$ cat config.mk
export PLATFORM = sky130hd
export DESIGN_NAME = cpu_run_ctrl_flat
export DESIGN_NICKNAME = d
export VERILOG_FILES = /design/src/rtl/cpu_run_ctrl_if.sv /design/src/rtl/cpu_run_ctrl.sv /design/src/flat_wrapper.sv
export SDC_FILE = /design/constraint.sdc
export NUM_CORES = 1
export LEC_CHECK = 0
export ABC_AREA = 1
export BUFFER_PORTS_ARGS = -buffer_cell sky130_fd_sc_hd__buf_4
export CORE_ASPECT_RATIO = 2
export CORE_MARGIN = 2
export CORE_UTILIZATION = 60
export CTS_BUF_LIST = sky130_fd_sc_hd__clkbuf_4
export DETAILED_ROUTE_END_ITERATION = 16
export PLACE_DENSITY = 0.95
export SLEW_MARGIN = 25
export SYNTH_ARGS = -nofsm -noshare
export SYNTH_HDL_FRONTEND = slang
export SYNTH_SLANG_ARGS = --single-unit
$ cat constraint.sdc
create_clock -name clk -period 3.7 [get_ports clk]
set_input_delay 0.37 -clock clk [delete_from_list [all_inputs] [get_ports clk]]
set_output_delay 0.37 -clock clk [all_outputs]
set_load 0.03 [all_outputs]
$ cat src/rtl/cpu_run_ctrl_if.sv
// Command channel between the debug/host side and the run controller.
// The host drives op/arg/valid. The controller answers with ready.
interface cpu_run_ctrl_if;
  logic        cmd_valid;
  logic        cmd_ready;
  logic [2:0]  cmd_op;
  logic [31:0] cmd_arg;

  modport master (
    output cmd_valid,
    output cmd_op,
    output cmd_arg,
    input  cmd_ready
  );

  modport slave (
    input  cmd_valid,
    input  cmd_op,
    input  cmd_arg,
    output cmd_ready
  );
endinterface

$ cat src/rtl/cpu_run_ctrl.sv
// Run/step/breakpoint controller for the single-cycle CPU.
// It drives global_en from a small FSM and keeps the cycle and retired-instruction counters.
module cpu_run_ctrl #(
  parameter int unsigned CNT_W  = 32,
  parameter int unsigned STEP_W = 16
) (
  input  logic              clk,
  input  logic              rst,
  cpu_run_ctrl_if.slave     cmd,
  input  logic              commit,
  input  logic [31:0]       commit_pc,
  input  logic              commit_halt,
  output logic              global_en,
  output logic [2:0]        state,
  output logic              bp_hit,
  output logic [CNT_W-1:0]  cycle_cnt,
  output logic [CNT_W-1:0]  inst_cnt
);

  typedef enum logic [2:0] {
    S_IDLE  = 3'd0,
    S_RUN   = 3'd1,
    S_STEP  = 3'd2,
    S_BREAK = 3'd3,
    S_HALT  = 3'd4
  } state_t;

  typedef enum logic [2:0] {
    OP_NOP    = 3'd0,
    OP_RUN    = 3'd1,
    OP_STEP   = 3'd2,
    OP_PAUSE  = 3'd3,
    OP_SET_BP = 3'd4,
    OP_CLR_BP = 3'd5,
    OP_CLR_CNT= 3'd6,
    OP_RSVD   = 3'd7
  } op_t;

  state_t              state_q;
  logic                rdy_q;
  logic                bp_valid;
  logic [31:0]         bp_addr;
  logic [STEP_W-1:0]   step_rem;
  logic [STEP_W-1:0]   step_arg;
  op_t                 op;
  logic                acc;
  logic                bp_match;
  logic                idle_or_brk;
  logic                run_or_step;

  assign cmd.cmd_ready = rdy_q;
  assign state         = state_q;
  assign op            = op_t'(cmd.cmd_op);
  assign acc           = cmd.cmd_valid & rdy_q;
  assign step_arg      = cmd.cmd_arg[STEP_W-1:0];
  assign idle_or_brk   = (state_q == S_IDLE) || (state_q == S_BREAK);
  assign run_or_step   = (state_q == S_RUN)  || (state_q == S_STEP);
  // Matching uses the breakpoint registered before this cycle. A SET_BP issued in the same cycle applies to later commits.
  assign bp_match      = (state_q == S_RUN) && commit && bp_valid && (commit_pc == bp_addr);

  always_ff @(posedge clk) begin
    if (!rst) begin
      state_q   <= S_IDLE;
      global_en <= 1'b0;
      bp_hit    <= 1'b0;
      rdy_q     <= 1'b0;
      bp_valid  <= 1'b0;
      bp_addr   <= '0;
      step_rem  <= '0;
      cycle_cnt <= '0;
      inst_cnt  <= '0;
    end else begin
      rdy_q  <= 1'b1;
      bp_hit <= 1'b0;

      if (acc && op == OP_SET_BP) begin
        bp_addr  <= cmd.cmd_arg;
        bp_valid <= 1'b1;
      end else if (acc && op == OP_CLR_BP) begin
        bp_valid <= 1'b0;
      end

      if (acc && op == OP_CLR_CNT) begin
        cycle_cnt <= '0;
        inst_cnt  <= '0;
      end else begin
        cycle_cnt <= cycle_cnt + CNT_W'(global_en);
        inst_cnt  <= inst_cnt + CNT_W'(commit);
      end

      if (commit && commit_halt) begin
        state_q   <= S_HALT;
        global_en <= 1'b0;
      end else if (bp_match) begin
        state_q   <= S_BREAK;
        global_en <= 1'b0;
        bp_hit    <= 1'b1;
      end else if (acc && op == OP_PAUSE && run_or_step) begin
        state_q   <= S_IDLE;
        global_en <= 1'b0;
      end else if (acc && op == OP_RUN && idle_or_brk) begin
        state_q   <= S_RUN;
        global_en <= 1'b1;
      end else if (acc && op == OP_STEP && idle_or_brk) begin
        state_q   <= S_STEP;
        global_en <= 1'b1;
        step_rem  <= (step_arg == '0) ? STEP_W'(1) : step_arg;
      end else if (state_q == S_STEP) begin
        // step_rem counts the enabled cycles left, including the current one.
        if (step_rem <= STEP_W'(1)) begin
          state_q   <= S_IDLE;
          global_en <= 1'b0;
          step_rem  <= '0;
        end else begin
          step_rem  <= step_rem - STEP_W'(1);
        end
      end
    end
  end

endmodule
$ cat src/flat_wrapper.sv
// flat-port wrapper written by rule: the top's interface ports become plain ports
module cpu_run_ctrl_flat 
#(
  parameter int unsigned CNT_W  = 32,
  parameter int unsigned STEP_W = 16
)
  (clk, rst, commit, commit_pc, commit_halt, global_en, state, bp_hit, cycle_cnt, inst_cnt, cmd_cmd_valid, cmd_cmd_op, cmd_cmd_arg, cmd_cmd_ready);
  cpu_run_ctrl_if cmd_i ();
  input  logic clk;
  input  logic rst;
  input  logic commit;
  input  logic [31:0] commit_pc;
  input  logic commit_halt;
  output logic global_en;
  output logic [2:0] state;
  output logic bp_hit;
  output logic [CNT_W-1:0] cycle_cnt;
  output logic [CNT_W-1:0] inst_cnt;
  input wire logic [$bits(cmd_i.cmd_valid)-1:0] cmd_cmd_valid;
  input wire logic [$bits(cmd_i.cmd_op)-1:0] cmd_cmd_op;
  input wire logic [$bits(cmd_i.cmd_arg)-1:0] cmd_cmd_arg;
  output wire logic [$bits(cmd_i.cmd_ready)-1:0] cmd_cmd_ready;
  assign cmd_i.cmd_valid = cmd_cmd_valid;
  assign cmd_i.cmd_op = cmd_cmd_op;
  assign cmd_i.cmd_arg = cmd_cmd_arg;
  assign cmd_cmd_ready = cmd_i.cmd_ready;
  cpu_run_ctrl #(.CNT_W(CNT_W), .STEP_W(STEP_W)) u_core (.clk(clk), .rst(rst), .cmd(cmd_i), .commit(commit), .commit_pc(commit_pc), .commit_halt(commit_halt), .global_en(global_en), .state(state), .bp_hit(bp_hit), .cycle_cnt(cycle_cnt), .inst_cnt(inst_cnt));
endmodule
# After elaboration in Yosys (flattened, before gate mapping)
# Index checks and enable logic that the tools add are counted.
# classes
muxes	19
eq_ne	10
n_mul	0
shift	0
addsub	3
n_lt_le_gt_ge	1
n_div	0
n_bitwise	6
reduce_logical	32
# ops
cell	count
32-bit by 1-bit adder with 32-bit output	2
16-bit two-way mux	4
32-bit == test	1
3-bit two-way mux	7
16-bit by 1-bit less-or-equal comparator with 1-bit output (second input constant)	1
16-bit zero test	1
16-bit by 1-bit subtractor with 16-bit output (second input constant)	1
1-bit logical AND	13
3-bit by 2-bit == test with 1-bit output (second input constant)	4
6-bit nonzero test	2
5-bit nonzero test	2
3-bit == test (second input constant)	3
1-bit two-way mux	8
3-bit by 1-bit == test with 1-bit output (second input constant)	2
2-bit AND reduction	3
3-bit nonzero test	2
1-bit inverter	5
5-bit AND reduction	1
2-bit nonzero test	2
2-bit OR reduction	2
4-bit OR reduction	1
3-bit zero test	1
1-bit logical OR	2
1-bit bitwise AND	1
# word_totals
elab_cells	81
latchBits	0
romBits	0
input_bits	72
out_inout_bits	70
memories	0
reg_bits	119
ramBits	0

# Logic depth before layout (Yosys ltp)
# Gate-level depths: netlist (run 1).
# depth
depth_word	8
ltp_mapped	14
depth_no_buf	14

# Worst setup path after synthesis (run 1)
# OpenSTA, ideal clock, no wires.
# synth_path
path_kind	register to register
startpoint	register u_core.global_en
endpoint	register u_core.cycle_cnt[20]
arrival_time_ns	2.021
synth_period_minus_slack_ns	2.134
path_slack_ns	1.566
path_stages_with_launch	14
path_buffers	0
setup_ns	0.113
t_required_ns	3.587
path_cell_list	dfxtp_1 -> ha_1 -> ha_1 -> nand2_1 -> inv_2 -> nand2_1 -> nor2_2 -> nand2_2 -> nor2_2 -> nand3_1 -> nor2_1 -> nand2_1 -> o21ai_1 -> nor2_1
# synth_via
elab_chain_len	1
# synth_lines
element	line	rtl
start: declaration	cpu_run_ctrl.sv:13	output logic global_en,
start signal: assignment	cpu_run_ctrl.sv:64	global_en <= 1'b0;
start signal: assignment	cpu_run_ctrl.sv:93	global_en <= 1'b0;
start signal: assignment	cpu_run_ctrl.sv:96	global_en <= 1'b0;
32-bit by 1-bit adder with 32-bit output	cpu_run_ctrl.sv:87	cycle_cnt <= cycle_cnt + CNT_W'(global_en);
end signal: assignment	cpu_run_ctrl.sv:87	
end: declaration	cpu_run_ctrl.sv:16	output logic [CNT_W-1:0] cycle_cnt,
# Every way passes these cells.
# A chain may end at the register's enable or synchronous reset.

# Worst setup path in the final report (run 1)
# Same ends and word-level chain as after synthesis.

==> results of run 1 <==
[per-layer routing]
metal / part of all wire [%] / global-route usage (%) / vias up
met5: 0 / 0 / -
met4: 4.9 / 18.6 / 0
met3: 5.1 / 5.86 / 76
met2: 56 / 63.6 / 289
met1: 34 / 31.6 / 3273
li1: - / - / 3572
[critical path, delay by kind of cell (launching register included)]
kind	cells	cell delay, ns
fa+ha+maj	2	0.41
simple gates	9	1.24
buf+inv	1	0.07
compound gates	1	0.13
flops	1	0.39
[Yosys cell counts, drive strengths merged]
| library cell | n |
|---|---|
| clkbuf | 17 |
| o22ai | 3 |
| nor2 | 143 |
| or2 | 12 |
| o211ai | 2 |
| or3 | 1 |
| nand4 | 26 |
| a31oi | 2 |
| xnor2 | 11 |
| o21a | 3 |
| ha | 6 |
| nand3b | 5 |
| nor4 | 10 |
| o21ai | 75 |
| nor3b | 6 |
| nand2 | 251 |
| nand3 | 44 |
| inv | 165 |
| a21oi | 76 |
| buf | 5 |
| a211oi | 2 |
| dfxtp | 119 |
| nor3 | 32 |
| xor2 | 17 |
[final timing paths]
kind / end / slack (ns) / depth (start not counted)
worst min-delay path: u_core.bp_addr[16]$_SDFFE_PN0P_ / 0.13 / 3
worst min register to register: u_core.cycle_cnt[31]$_SDFF_PP0_ / 0.46 / 1
worst max-delay path: u_core.cycle_cnt[20]$_SDFF_PP0_ / 1.37 / 13
worst max register to register: u_core.cycle_cnt[20]$_SDFF_PP0_ / 1.37 / 13
[cell families after synthesis]
kind of cell	after synthesis	synth area share (%)
adder cells (fa/ha/maj)	6	1.13
buffers and inverters	187	10.9
XOR/XNOR	28	3.71
flip-flops	119	36.0
AND/OR/NAND/NOR	530	35.6
AO/OA/AOI/OAI	163	12.7
[state kept, by name, summed over array words and instances, names as in the netlist]
register,count
u_core.bp_addr,32
u_core.bp_hit,1
u_core.bp_valid,1
u_core.cmd.cmd_ready,1
u_core.cycle_cnt,32
u_core.global_en,1
u_core.inst_cnt,32
u_core.state,3
u_core.step_rem,16
[power groups by stage]
stage          Combinational, mW  Sequential, mW  Clock [mW]
4_1_cts                    0.339            1.31       0.977
2_1_floorplan              0.200            1.35           0
3_3_place_gp               0.330            1.34           0
3_5_place_dp               0.336            1.34           0
6_report                   0.344            1.31       0.968
5_1_grt                    0.386            1.31        1.03
[through the flow]
step                      cell area [sq um]  power (mW)  std cells
after detailed placement               7760        1.68       1293
after floorplan                        6620        1.55       1033
after global routing                   8050        2.73       1325
after global placement                 7760        1.67       1293
final                                  8050        2.62       1325
after CTS                              8050        2.63       1324
[layout make-up]
class	instances	area, sq um	area share, %
clock buffer	20	150	1.86
multi-input combinational	727	3520	43.8
tap	140	175	2.18
antenna	1	2.50	0.0311
inverter	165	619	7.69
sequential	119	2380	29.6
clock inverter	11	133	1.65
timing repair buffer	142	1070	13.2
==> out/metrics.cfg, run 1 <==
[power_and_ir_drop]
p_sw_uw=710
power_density_nw_per_um2=326
pwr-share-clk_pct=36.9
peakVddDrop_uv=311
intPower_mw=1.91
combPwrFrac_pct=13.1
swShare_pct=27.1
p_leak_nw=3.63
seqPwrFrac_pct=50.0

[clock_network]
post_cts_resized=0
htreeDepth=4
cts_buffer_depth=2
cts.sinks=119
cts_tree=yes
cts_hold_buffers=0
worstSkewPairLatency_ns=0.52
clk_pin_slew_ns=0.11
cts_root_buf=clkbuf_4
post_cts_buffers=0
cts_made_buffers=17

[synthesis]
yosysSeqAreaShare_pct=36.0
syn_area_sq_um=6620
avgSynthCellArea_sq_um=6.41
yosysWarnings=0
synth_cell_types=36
synth_fp_nets=1111
synthCells=1033
synth_largest_area_cell=dfxtp_1
yosys.area.top_type_share_pct=36.0
synth_area_leaders=dfxtp_1 (36%), nand2_1 (14%), inv_1 (9.0%)
synth-seq-cells=119

[global_route]
grt_pass1_wl_microns=31400
antenna_found_initial=1
grt_start_max_net_pins=66
grt_use_total_pct=33.0
grt_pass1_vias=7027
grt_overflow_total=0

[critical_path]
end_kind=flop
r2r-start=u_core.global_en$_SDFFE_PP0P_
max_stage_delay_ns=0.39
path_common_cell=nand2_1
setup.worst_path.class=reg -> reg
cpMaxStageDelayCell=dfxtp_1
required_ns=4.12
startpoint_type=flop
cp.arrival_ns=2.75
crit_fanout=4
crit_chain=ha_1 -> ha_1 -> nand2_1 -> inv_2 -> nand2_1 -> nor2_2 -> nand2_2 -> nor2_2 -> nand3_1 -> nor2_1 -> nand2_1 -> o21ai_1 -> nor2_1
crit_start=u_core.global_en$_SDFFE_PP0P_

[place]
io_buffers=141
dp_hpwl_microns=15000
place_congestion=0.975
post-place-ws_ns=1.42

[die]
start_util_pct=61.2
die_area_sq_um=11900
die_x_microns=78.3
die_y_microns=153
rows=54
ios=142
core-area_sq_um=10800

[sta]
clock.fmax_ghz=0.430
fin_tns_setup_ns=0
setup_ws_ns=1.37
hold_ws_ns=0.128
hold_violations=0
rsz0062_at_grt=false
relSlewSlack_pct=49.6
setup_viol=0
period_minus_slack_ns=2.33
tightestPinTransition_ns=0.755
drv_slew=0
period_share_pct=62.9
skew_ns=0.0177

[flow_run]
max_cap_viol_count=0

[routing]
via_count=7210
drc=0
dr.pass1.iters=5
drt-total-wl_microns=19200
post_drt_wl_per_cell_microns=14.5
postRouteAntennaNets=0
initialDrtViolationCount=362
vias_per_cell=5.44

[finish]
final_common_cell=nand2_1
final_cell_mix=nand2_1 (247), inv_1 (158), buf_4 (142)
nFillCells=905
finalNetCount=1250
drive_gt1_share_pct=17.5
syn_to_final_growth_pct=21.7
fin_util_pct=74.5

[hold_path]
min_path_type=in -> reg
min_from=cmd_cmd_arg[16]

[status]
status=completed

(Power assumes the default switching activity.)
==> run 2, diff against run 1 <==
--- a/config.mk
+++ b/config.mk
@@ -9,10 +9,10 @@
 export BUFFER_PORTS_ARGS = -buffer_cell sky130_fd_sc_hd__buf_4
 export CORE_ASPECT_RATIO = 2
 export CORE_MARGIN = 2
-export CORE_UTILIZATION = 60
+export CORE_UTILIZATION = 51
 export CTS_BUF_LIST = sky130_fd_sc_hd__clkbuf_4
 export DETAILED_ROUTE_END_ITERATION = 16
-export PLACE_DENSITY = 0.95
+export PLACE_DENSITY = 0.88
 export SLEW_MARGIN = 25
 export SYNTH_ARGS = -nofsm -noshare
 export SYNTH_HDL_FRONTEND = slang
==> constraint.sdc (replaced) <==
create_clock -name clk -period 1.9 [get_ports clk]
set_input_delay 0.19 -clock clk [delete_from_list [all_inputs] [get_ports clk]]
set_output_delay 0.19 -clock clk [all_outputs]
set_load 0.03 [all_outputs]
==> out/metrics.cfg, run 2 (synthesis gave the netlist of run 1 again) <==
[place]
place_congestion=0.967  ; -0.85%
post-place-ws_ns=0.00114  ; -1.42 ns
io_buffers=141  ; unchanged
dpl-instance-area_sq_um=8070  ; +3.9%
dpl.cell_count=1338  ; +3.5%
dp_hpwl_microns=16000  ; +6.8%

[routing]
postRouteAntennaNets=0  ; unchanged
drt-total-wl_microns=22700  ; +18%
initialDrtViolationCount=428  ; +18%
vias_per_cell=5.56  ; +2.2%
post_drt_wl_per_cell_microns=16.0  ; +10%
dr.pass1.iters=7  ; +2
via_count=7864  ; +9.1%
drc=0  ; unchanged

[hold_path]
min_from=cmd_cmd_arg[23]
min_path_type=in -> reg

[sta]
setup_ws_ns=0.0497  ; -1.32 ns
setup_viol=0  ; unchanged
hold_violations=0  ; unchanged
period_share_pct=97.4  ; +34 points
fin_tns_setup_ns=0  ; unchanged
clock.fmax_ghz=0.540  ; +26%
relSlewSlack_pct=66.6  ; +17 points
rsz0062_at_grt=true
drv_slew=0  ; unchanged
skew_ns=0.0326  ; +0.0150 ns
hold_ws_ns=0.0318  ; -0.0959 ns
period_minus_slack_ns=1.85  ; -0.478 ns
tightestPinTransition_ns=0.496  ; -0.259 ns

[power_and_ir_drop]
peakVddDrop_uv=499  ; +60%
power_density_nw_per_um2=581  ; +78%
total_power_mw=5.23  ; +99%
p_leak_nw=4.02  ; +11%

[finish]
finalNetCount=1328  ; +6.2%
reg.largest.list=u_core.bp_addr x32, u_core.cycle_cnt x32, u_core.inst_cnt x32
final_cell_mix=nand2_1 (241), buf_4 (182), inv_1 (158)
fin_util_pct=71.3  ; -3.2 points
finalNonFillerCells=1414  ; +6.7%
drive_gt1_share_pct=22.7  ; +5.2 points
fin_area_sq_um=9010  ; +12%
syn_to_final_growth_pct=36.1
final_common_cell=nand2_1

[die]
die_y_microns=165  ; +8.2%
die_x_microns=84.6  ; +8.0%
die_area_sq_um=14000  ; +17%
core-area_sq_um=12600  ; +17%
ios=142  ; unchanged
rows=58  ; +7.4%
start_util_pct=52.4  ; -8.8 points

[global_route]
grt_overflow_total=0  ; unchanged
grt_pass1_vias=7558  ; +7.6%
grt_start_max_net_pins=66  ; unchanged
grt_use_total_pct=30.6  ; -2.5 points
grt_pass1_wl_microns=33900  ; +8.0%
antenna_found_initial=1  ; unchanged

[clock_network]
cts.sinks=119  ; unchanged
worstSkewPairLatency_ns=0.53  ; about the same
cts_buffer_depth=2  ; unchanged
cts_tree=yes
cts_root_buf=clkbuf_4
cts_made_buffers=17  ; unchanged
clk_pin_slew_ns=0.13  ; +0.02 ns
htreeDepth=4  ; unchanged

[critical_path]
end_kind=flop
required_ns=2.34  ; -1.78 ns
crit_start=u_core.bp_addr[18]$_SDFFE_PN0P_
cp.arrival_ns=2.29  ; -0.46 ns
crit_fanout=8  ; +4
crit_chain=xnor2_1 -> nand4_1 -> nor2_1 -> nand3_4 -> nand3_4 -> nand2_1 -> nand2_1 -> nor2_1
setup.worst_path.class=reg -> reg
r2r-start=u_core.bp_addr[18]$_SDFFE_PN0P_
startpoint_type=flop
max_stage_delay_ns=0.37  ; -0.02 ns
cpMaxStageDelayCell=xnor2_1

[flow_run]
max_cap_viol_count=0  ; unchanged

[status]
status=completed

==> run 2: cell count changes in the layout (fill, tap and decap cells not counted), sizes merged, moves of 4 or more <==
cell,previous run,this run
buf,142,184
clkinv,8,4
clkinvlp,0,4
dlygate4sd3,0,33
inv,165,170
==> run 2: report_power, final <==
part	switching, mW	leakage [nW]	internal [mW]
Sequential	0.0277	0.964	2.53
Clock	1.08	0.138	0.784
Combinational	0.457	2.92	0.354
==> run 2: worst max-delay path: cells and delay by family, from the launching register on <==
family	cells	cell delay [ns]
flops	1	0.35
simple gates	7	1.04
xor+xnor	1	0.37
==> run 2: what timing repair did <==
item / in CTS / in global routing
hold buffers: 33 / 0
pin swaps: 0 / 11
hold endpoints to repair: 33 / 0
resized for setup: 2 / 47
setup buffers: 0 / 7
gates cloned: 0 / 3
endpoints found under the setup margin: 2 / 33
==> run 2: layout make-up <==
type | count | area, sq um
Clock buffer | 17 | 128
Antenna cell | 1 | 2.50
Clock inverter | 15 | 150
Inverter | 165 | 619
Multi-Input combinational cell | 729 | 3760
Timing Repair Buffer | 218 | 1760
Tap cell | 150 | 188
Sequential cell | 119 | 2390
Fill cell | 987 | 3620
==> run 2: worst paths after layout <==
check                                          to  slack, ns  cells past startpoint
setup / recovery  u_core.step_rem[4]$_SDFFE_PN0P_       0.05                      8
hold / removal    u_core.bp_addr[23]$_SDFFE_PN0P_       0.03                      3
setup reg to reg  u_core.step_rem[4]$_SDFFE_PN0P_       0.05                      8
hold reg to reg    u_core.bp_addr[6]$_SDFFE_PN0P_       0.46                      2
==> run 2: per-layer routing <==
layer | GRT usage [%] | routed length (microns) | part of all wire (%) | vias to the layer above
li1 | - | - | - | 3740
met1 | 28.0 | 7410 | 33 | 3579
met2 | 59.4 | 12300 | 54 | 415
met3 | 4.87 | 1300 | 5.7 | 130
met4 | 21.4 | 1650 | 7.3 | 0
met5 | 0 | 0 | 0 | -
